**config.mk**
```make
export PLATFORM = sky130hd
export DESIGN_NAME = ttt_result_scanner
export DESIGN_NICKNAME = d
export VERILOG_FILES = /design/src/rtl/ttt_result_scanner.sv
export SDC_FILE = /design/constraint.sdc
export NUM_CORES = 1
export LEC_CHECK = 0
export ABC_AREA = 1
export CORE_ASPECT_RATIO = 0.6
export CORE_UTILIZATION = 60
export CTS_CLUSTER_DIAMETER = 40
export DETAILED_ROUTE_END_ITERATION = 7
export DONT_BUFFER_PORTS = 1
export PLACE_DENSITY = 0.79
export SLEW_MARGIN = 20
export SYNTH_ARGS = -nofsm -noshare
export SYNTH_HDL_FRONTEND = slang
export SYNTH_SLANG_ARGS = --single-unit
```
**constraint.sdc**
```tcl
create_clock -name clk -period 4.24 [get_ports clk]
set_input_delay 0.212 -clock clk [delete_from_list [all_inputs] [get_ports clk]]
set_output_delay 0.212 -clock clk [all_outputs]
set_load 0.005 [all_outputs]
```
**src/rtl/ttt_result_scanner.sv**
```systemverilog
`default_nettype none
// ============================================================================
// Module   : ttt_result_scanner
// Purpose  : Sequential game-result checker for an N x N board where K marks
//            in a row win. A start request snapshots the board, then one
//            anchor cell is examined per clock (lines right, down, down-right,
//            down-left). The result is reported through start/busy/done.
// Params   : N (3..8) board side, K (3..N) winning run length.
// Ports    : clk      - clock, rising edge
//            rst_n    - synchronous active-low reset
//            start    - scan request, accepted only when idle
//            board    - flattened board, cell i=row*N+col at [2i+1:2i]
//                       (00 empty, 01 P1, 10 P2, 11 invalid)
//            busy     - scan in progress (through the done cycle)
//            done     - one-cycle completion pulse
//            status   - 00 none, 01 P1 win, 10 P2 win, 11 tie (held)
//            win_cell - anchor cell of winning line   (macro only)
//            win_dir  - 00 right, 01 down, 10 dr, 11 dl (macro only)
// Macro    : TTT_RESULT_LINE_REPORT_EN enables win_cell / win_dir.
// Revision : 1.0 - initial release
// ============================================================================
module ttt_result_scanner #(
    parameter int N = 3,
    parameter int K = 3
) (
    input  logic                    clk,
    input  logic                    rst_n,
    input  logic                    start,
    input  logic [2*N*N-1:0]        board,
    output logic                    busy,
    output logic                    done,
    output logic [1:0]              status
`ifdef TTT_RESULT_LINE_REPORT_EN
    ,
    output logic [$clog2(N*N)-1:0]  win_cell,
    output logic [1:0]              win_dir
`endif
);

    localparam int c_CELLS = N * N;
    localparam int c_IW    = $clog2(c_CELLS);
    localparam int c_RW    = $clog2(N);

    if ((N < 3) || (N > 8) || (K < 3) || (K > N)) begin : g_bad_param
        $error("ttt_result_scanner: illegal N/K combination");
    end

    typedef enum logic [1:0] {
        ST_IDLE = 2'd0,
        ST_SCAN = 2'd1,
        ST_DONE = 2'd2
    } state_t;

    state_t             state_q, state_d;
    logic [2*N*N-1:0]   snap_q, snap_d;
    logic [c_IW-1:0]    idx_q, idx_d;
    logic [c_RW-1:0]    row_q, row_d;
    logic [c_RW-1:0]    col_q, col_d;
    logic               empty_q, empty_d;
    logic               busy_q, busy_d;
    logic               done_q, done_d;
    logic [1:0]         status_q, status_d;
`ifdef TTT_RESULT_LINE_REPORT_EN
    logic [c_IW-1:0]    win_cell_q, win_cell_d;
    logic [1:0]         win_dir_q, win_dir_d;
    logic [1:0]         win_dir_sel;
`endif

    logic [1:0]         anchor;
    logic               win_found;

    // Out-of-board coordinates match no cell and read as empty; callers
    // only rely on in-board reads because line bounds are checked first.
    function automatic logic [1:0] cell_at(input logic [2*N*N-1:0] b,
                                           input int r, input int c);
        cell_at = 2'b00;
        for (int i = 0; i < c_CELLS; i++) begin
            if ((r >= 0) && (r < N) && (c >= 0) && (c < N) && (i == r * N + c))
                cell_at = b[2*i +: 2];
        end
    endfunction

    // Line evaluation at the current anchor. Every line contains the anchor,
    // so a line wins when the anchor holds a player mark and the remaining
    // K-1 cells match it.
    always_comb begin : p_eval
        int   r;
        int   c;
        int   dr;
        int   dc;
        logic hit;
        r         = int'(row_q);
        c         = int'(col_q);
        dr        = 0;
        dc        = 0;
        hit       = 1'b0;
        win_found = 1'b0;
`ifdef TTT_RESULT_LINE_REPORT_EN
        win_dir_sel = 2'b00;
`endif
        anchor = cell_at(snap_q, r, c);
        for (int d = 0; d < 4; d++) begin
            case (d)
                0:       begin dr = 0; dc = 1;  end
                1:       begin dr = 1; dc = 0;  end
                2:       begin dr = 1; dc = 1;  end
                default: begin dr = 1; dc = -1; end
            endcase
            hit = ((anchor == 2'b01) || (anchor == 2'b10))
                  && (r + dr * (K - 1) <= N - 1)
                  && (c + dc * (K - 1) >= 0)
                  && (c + dc * (K - 1) <= N - 1);
            for (int s = 1; s < K; s++) begin
                if (cell_at(snap_q, r + dr * s, c + dc * s) != anchor)
                    hit = 1'b0;
            end
            if (hit && !win_found) begin
                win_found = 1'b1;
`ifdef TTT_RESULT_LINE_REPORT_EN
                win_dir_sel = 2'(d);
`endif
            end
        end
    end

    always_comb begin : p_next
        state_d  = state_q;
        snap_d   = snap_q;
        idx_d    = idx_q;
        row_d    = row_q;
        col_d    = col_q;
        empty_d  = empty_q;
        busy_d   = busy_q;
        done_d   = 1'b0;
        status_d = status_q;
`ifdef TTT_RESULT_LINE_REPORT_EN
        win_cell_d = win_cell_q;
        win_dir_d  = win_dir_q;
`endif
        case (state_q)
            ST_IDLE: begin
                if (start) begin
                    state_d  = ST_SCAN;
                    snap_d   = board;
                    idx_d    = '0;
                    row_d    = '0;
                    col_d    = '0;
                    empty_d  = 1'b0;
                    busy_d   = 1'b1;
                    status_d = 2'b00;
                end
            end
            ST_SCAN: begin
                if (win_found) begin
                    state_d  = ST_DONE;
                    done_d   = 1'b1;
                    status_d = anchor;
`ifdef TTT_RESULT_LINE_REPORT_EN
                    win_cell_d = idx_q;
                    win_dir_d  = win_dir_sel;
`endif
                end else if (idx_q == c_IW'(c_CELLS - 1)) begin
                    state_d  = ST_DONE;
                    done_d   = 1'b1;
                    // The last anchor's own emptiness has not yet been folded in.
                    status_d = (empty_q || (anchor == 2'b00)) ? 2'b00 : 2'b11;
`ifdef TTT_RESULT_LINE_REPORT_EN
                    win_cell_d = '0;
                    win_dir_d  = 2'b00;
`endif
                end else begin
                    idx_d   = idx_q + c_IW'(1);
                    empty_d = empty_q || (anchor == 2'b00);
                    if (col_q == c_RW'(N - 1)) begin
                        col_d = '0;
                        row_d = row_q + c_RW'(1);
                    end else begin
                        col_d = col_q + c_RW'(1);
                    end
                end
            end
            ST_DONE: begin
                state_d = ST_IDLE;
                busy_d  = 1'b0;
            end
            default: begin
                state_d = ST_IDLE;
                busy_d  = 1'b0;
            end
        endcase
    end

    always_ff @(posedge clk) begin
        if (!rst_n) begin
            state_q  <= ST_IDLE;
            snap_q   <= '0;
            idx_q    <= '0;
            row_q    <= '0;
            col_q    <= '0;
            empty_q  <= 1'b0;
            busy_q   <= 1'b0;
            done_q   <= 1'b0;
            status_q <= 2'b00;
`ifdef TTT_RESULT_LINE_REPORT_EN
            win_cell_q <= '0;
            win_dir_q  <= 2'b00;
`endif
        end else begin
            state_q  <= state_d;
            snap_q   <= snap_d;
            idx_q    <= idx_d;
            row_q    <= row_d;
            col_q    <= col_d;
            empty_q  <= empty_d;
            busy_q   <= busy_d;
            done_q   <= done_d;
            status_q <= status_d;
`ifdef TTT_RESULT_LINE_REPORT_EN
            win_cell_q <= win_cell_d;
            win_dir_q  <= win_dir_d;
`endif
        end
    end

    assign busy   = busy_q;
    assign done   = done_q;
    assign status = status_q;
`ifdef TTT_RESULT_LINE_REPORT_EN
    assign win_cell = win_cell_q;
    assign win_dir  = win_dir_q;
`endif

endmodule
`default_nettype wire

```
Yosys cells after proc, flatten, opt, wreduce, memory -nomap -nowiden. Cells that the tools add are included.

Equality and inequality tests: 90. Mux-type cells: 122. $lt $le $gt $ge: 21. Reduce and logical (&&, ||, !) cells: 138. Div/mod/pow operators: 0. Bitwise gates (word level): 1. Multipliers: 3. Shifts and indexed selects: 0. Add/sub/neg operators: 18.

Operator list (count): $eq 4x32->1 const A (36); $eq 3x32->1 const A (18); $eq 2x32->1 const A (9); $eq 5x32->1 const A (9); $logic_not 32->1 (9); $mux 2 (94); $add 32x4->32 (4); $logic_and 1x1->1 (114); $add 32x3->32 (3); $ge 32x1->1 const B (2); $le 32x3->1 const B (2); $lt 32x3->1 const B (2); $mul 32x3->32 const B (2); $add 32x32->32 (1); $add 5x32->32 (1); $mux 1 (18); $ne 2x2->1 (8); $pmux 2 s2 (4); $mux 4 (3); $ge 4x1->1 const B (2); $lt 4x3->1 const B (2); $ne 2x2->1 const B (4); $pmux 4 s2 (1); $reduce_and 2->1 (4); other kinds (26) (41).

Memory bits (writable): 0. Input port bits: 21. Latch bits: 0. Memory bits (read-only): 0. Memories kept: 0. Word-level logic and storage cells: 402. Output and inout port bits: 4. Register bits after elaboration: 33.

Depth between registers and ports, before layout.
Depth after elaboration: 32. Gate-level depth with buffers: 34. Depth with buffers taken out: 34.

Worst setup path before layout. Ideal clock, no wire load.

Path kind: reg2reg. Start: register row_q[0]. End: register row_q[1]. Period minus slack after synthesis: 3.989 ns. Buffers on the path: 0. Data required time: 4.126 ns. Stages on the path, launching flop included: 27. Setup time: 0.114 ns. Setup slack: 0.251 ns. Arrival: 3.875 ns. Path through: dfxtp_1 > inv_1 > ha_1 > fa_1 > inv_1 > nand2_1 > nor3_2 > nand3_1 > nand4_1 > o21ai_0 > nand3_1 > nand2_1 > nand2_1 > nand2_2 > ha_1 > nand2_1 > nor2_1 > nand3_1 > nor2_1 > nand4_1 > nand2_1 > nor2_4 > nand4_4 > nand2_4 > nand2_4 > nor2_1 > nor2_2.

Word-level cells in the longest chain between the ends: 32. Elaborated cells between the ends (all ways): 331. Those cells by class: add/sub: 12; mul: 3; order compare: 8; eq/ne: 83; mux: 97; reduce/logical: 128.

Ends and longest elaborated chain: start: declaration (RTL line 57) `logic [c_RW-1:0] row_q, row_d;`; start signal: assignment (RTL line 212) `row_q <= row_d;`; branches (longest 32 deep; another with $mul 32x3->32).

Parallel ways; which one is timed is not known. The select of a mux whose other input is x is not followed. A chain may end at the register's enable or synchronous reset.

Worst setup path after layout.
Start: register row_q[1]. End: register idx_q[0].

Word-level cells in the longest chain between the ends: 32. Elaborated cells between the ends (all ways): 326. Those cells by class: add/sub: 11; mul: 3; order compare: 8; eq/ne: 83; mux: 93; reduce/logical: 128.

Ends and longest elaborated chain: branches (longest 29 deep; another with $mul 32x3->32); $mux 1 (*) (RTL line 117) `if (hit && !win_found) begin`; $ne 2x2->1 (no line) (*); $reduce_and 4->1 (no line) (*); end signal: assignment (RTL line 211) `idx_q <= idx_d;`; end: declaration (RTL line 56) `logic [c_IW-1:0] idx_q, idx_d;`.

Every way passes the cells marked *.

==> PnR_summary.wiki <==
{| class="wikitable"
! Metric !! Value
|-
| Worst Tran Pin Value || about 0.57 ns
|-
| Cell types with the highest counts after synthesis || nand2_1 (281), nand3_1 (128), inv_1 (120), nor2_1 (110), nand4_1 (40)
|-
| Maximum number of pins on one net before global-route repair || 27
|-
| Highest metal layer with signal wires || met4
|-
| Cell accounting for the most synthesized area || nand2_1
|-
| Mapped cell area || around 0.0053 mm^2
|-
| Via-to-Cell Ratio || 5.98
|-
| Total track usage || between 30% and 40%
|-
| Die Span X || 124 um
|-
| Area share of the largest cell type after synthesis || ~20%
|-
| Number of failing setup endpoints in the final timing report || 0
|-
| Critical path fanouts, max || 7
|-
| Number of enable flip-flop cells after synthesis || 0
|-
| Syn nets || 1028
|-
| Final sum of negative setup slack || 0 ns
|-
| Share of post-route cells with drive strength above 1 || 11.4%
|-
| Wirelength, routed || 17900 um
|-
| Max Fclk || 0.254 GHz
|-
| Total count of hold-check failures in the final report || 0
|-
| N_diodes || 0
|-
| Cell with the largest stage delay on the worst path || fa_1
|-
| Worst endpoint required time || 4.45 ns
|-
| Total number of vias || between 6000 and 7000
|-
| Detailed-placement wirelength estimate || 14000 um
|-
| Clock-pin slew on the worst setup and hold paths || 0.06 ns
|-
| Worst setup path category || flip-flop to flip-flop
|-
| Number of cells produced by synthesis || a little under 1000
|-
| Core Rows || 26
|-
| Setup crit start kind || flip-flop
|-
| Insertion delay to the later sink of the worst-skew pair || 0.29 ns
|-
| Initial cell density of the core || 62.4%
|-
| Max-capacitance violation count || 0
|-
| Result of the run || completed
|-
| Rel. slew slack || 61.9%
|-
| Count of state elements after synthesis || 33
|-
| Leakage || between 0.002 and 0.003 uW
|-
| Synthesized area per cell || around 5.5 um^2
|-
| Sequential share of the synthesized area || between 10% and 20%
|-
| Remaining routing DRC violations || 0
|-
| Number of antenna violations at the first check in global routing || 0
|-
| P per Cell Area || 941 mW/mm^2
|-
| Library cells used by synthesis || 40
|-
| Most used flip-flop cell after synthesis || dfxtp_1
|-
| Max incr delay on CP || 0.51 ns
|-
| Met2 routed WL || between 7000 and 8000 um
|-
| Total Die Area || 0.00929 mm^2
|-
| Core occupancy in the finished layout || between 60% and 70%
|-
| Maximum root-to-sink buffer count || 2
|-
| Total length of routed met3 wires || 2710 um
|-
| Number of max-slew violations in the final report || 0
|-
| Fraction of synthesis flops using an asynchronous set or reset pin || 0%
|-
| Port Buffers || 0
|-
| Global placer's final weighted congestion || 1.04
|-
| Top-count cell post-synth || nand2_1
|-
| Die Y || 75.1 um
|-
| Routed metal-1 wirelength || 7550 um
|-
| Kind of cell adding the most delay to the critical path || simple AND/OR/NAND/NOR gates
|-
| Number of H-tree levels || 2
|-
| Classification of the worst-slack hold path || input port to flip-flop
|-
| Maximum clock skew at final layout || about 0.0068 ns
|-
| Core Region || 0.00856 mm^2
|-
| Total number of nets in the final design || 1039
|-
| Crit share post-route || between 90% and 100%
|-
| Starting DRT DRC Count || approximately 810
|-
| Count of TritonRoute iterations in the first routing pass || 6
|-
| CTS Hold Buffers Added || 0
|-
| CTS sink count || 33
|-
| Crit path top cell by count || nand2_1
|-
| Clock root buffer || clkbuf_16
|-
| Vias in the first global route || roughly 5600
|-
| TritonCTS clock tree || built
|-
| Number of nets with antenna violations after routing || 0
|-
| Crit path arrival time || approximately 4.2 ns
|-
| Maximum vdd ir drop || 0.566 mV
|-
| Num ports || 25
|-
| Leading post-synthesis cells by cell area || nand2_1 (20%), dfxtp_1 (12%), nand3_1 (12%), ha_1 (8.9%), inv_1 (8.4%)
|-
| Sum of buffers and inverters on the critical path || 3
|-
| Clock period minus final worst setup slack || 3.94 ns
|-
| Global-route wire length before repair || roughly 27000 um
|-
| Critical Path Sink Type || flip-flop
|-
| Overflow after GRT || 0
|-
| Area growth from synthesis to final layout || 10.3%
|-
| Number of warning messages in the yosys log || 0
|-
| WL/cell || 16.5 um
|-
| Number of buffers created by CTS || 5
|}
-- through the flow --
| stage | hold WS [ns] | setup slack, ns | std cells | total power, uW | area [um^2] |
|---|---|---|---|---|---|
| 5_1_grt | 0.0587 | -0.0141 | 1087 | 6060 | 5890 |
| 6_report | 0.0515 | 0.304 | 1087 | 5540 | 5890 |
| 4_1_cts | 0.0498 | 0.0749 | 1082 | 5130 | 5720 |
| 3_3_place_gp | 0.344 | 0.296 | 1074 | 4550 | 5520 |
| 2_1_floorplan | 0.347 | 0.251 | 963 | 3680 | 5340 |
| 3_5_place_dp | 0.349 | 0.187 | 1074 | 4610 | 5520 |
-- cell type report --
type	instances	area, um^2
repair buffers	21	158
multi-input cells	777	4230
fillers	812	2670
flip-flops and latches	33	662
clock inverters	3	68.8
inverters	136	510
clock buffers	5	125
well taps	112	140
-- worst reg2reg max path, delay by kind of cell (launching register included) --
family          cells  cell delay (ns)
simple gates       18             1.89
fa+ha+maj           3             1.13
flops               1             0.35
buf+inv             3             0.34
compound gates      1             0.15
-- state kept, by name (all words and copies together) (netlist names) --
signal	cells
state_q	2
empty_q	1
done	1
status	2
col_q	2
snap_q	18
busy	1
row_q	2
idx_q	4
-- placed cells by master (no fill, tap or decap), drive strengths merged, types with 3 or more instances in the layout --
cell type | netlist | layout
nand2 | 296 | 297
inv | 134 | 135
nand3 | 131 | 131
nor2 | 122 | 122
nand4 | 42 | 42
a21oi | 40 | 40
o21ai | 40 | 40
ha | 38 | 38
dfxtp | 33 | 33
nor3 | 26 | 26
buf | 8 | 21
xor2 | 13 | 13
fa | 6 | 6
nand3b | 5 | 5
clkbuf | 10 | 5
xnor2 | 4 | 4
nor4 | 4 | 4
o21bai | 3 | 3
-- path summary, 6_finish.rpt --
kind / startpoint / to / slack (ns) / cells past startpoint
setup / recovery: row_q[1] / idx_q[0] / 0.30 / 25
setup reg to reg: row_q[1] / idx_q[0] / 0.30 / 25
hold / removal: rst_n / idx_q[3] / 0.05 / 2
hold reg to reg: state_q[1] / busy / 0.49 / 1
-- power by group --
part	internal (uW)	switching (uW)
Combinational	1430	3040
Sequential	403	174
Clock	339	152
Total	2170	3370
-- metal layers --
| metal | vias to the layer above | track usage (%) |
|---|---|---|
| met1 | 2857 | 53.5 |
| li1 | 3152 | - |
| met3 | 65 | 10.6 |
| met5 | - | 0 |
| met2 | 429 | 59.4 |
| met4 | 0 | 12.9 |
-- repair_timing --
action | 4_1_cts | 5_1_grt
setup buffers | 0 | 4
gates resized for setup | 0 | 33
setup endpoints to repair | 0 | 14
-- kinds of logic after synthesis --
| kind of cell | share of synthesized area (%) |
|---|---|
| xor gates and xnor gates | 3.07 |
| buffers and inverters | 11.1 |
| adders and majority gates | 11.2 |
| AOI/OAI and AO/OA | 8.67 |
| DFF | 12.4 |
| and+or+nand+nor | 53.6 |
(Power assumes the default switching activity.)
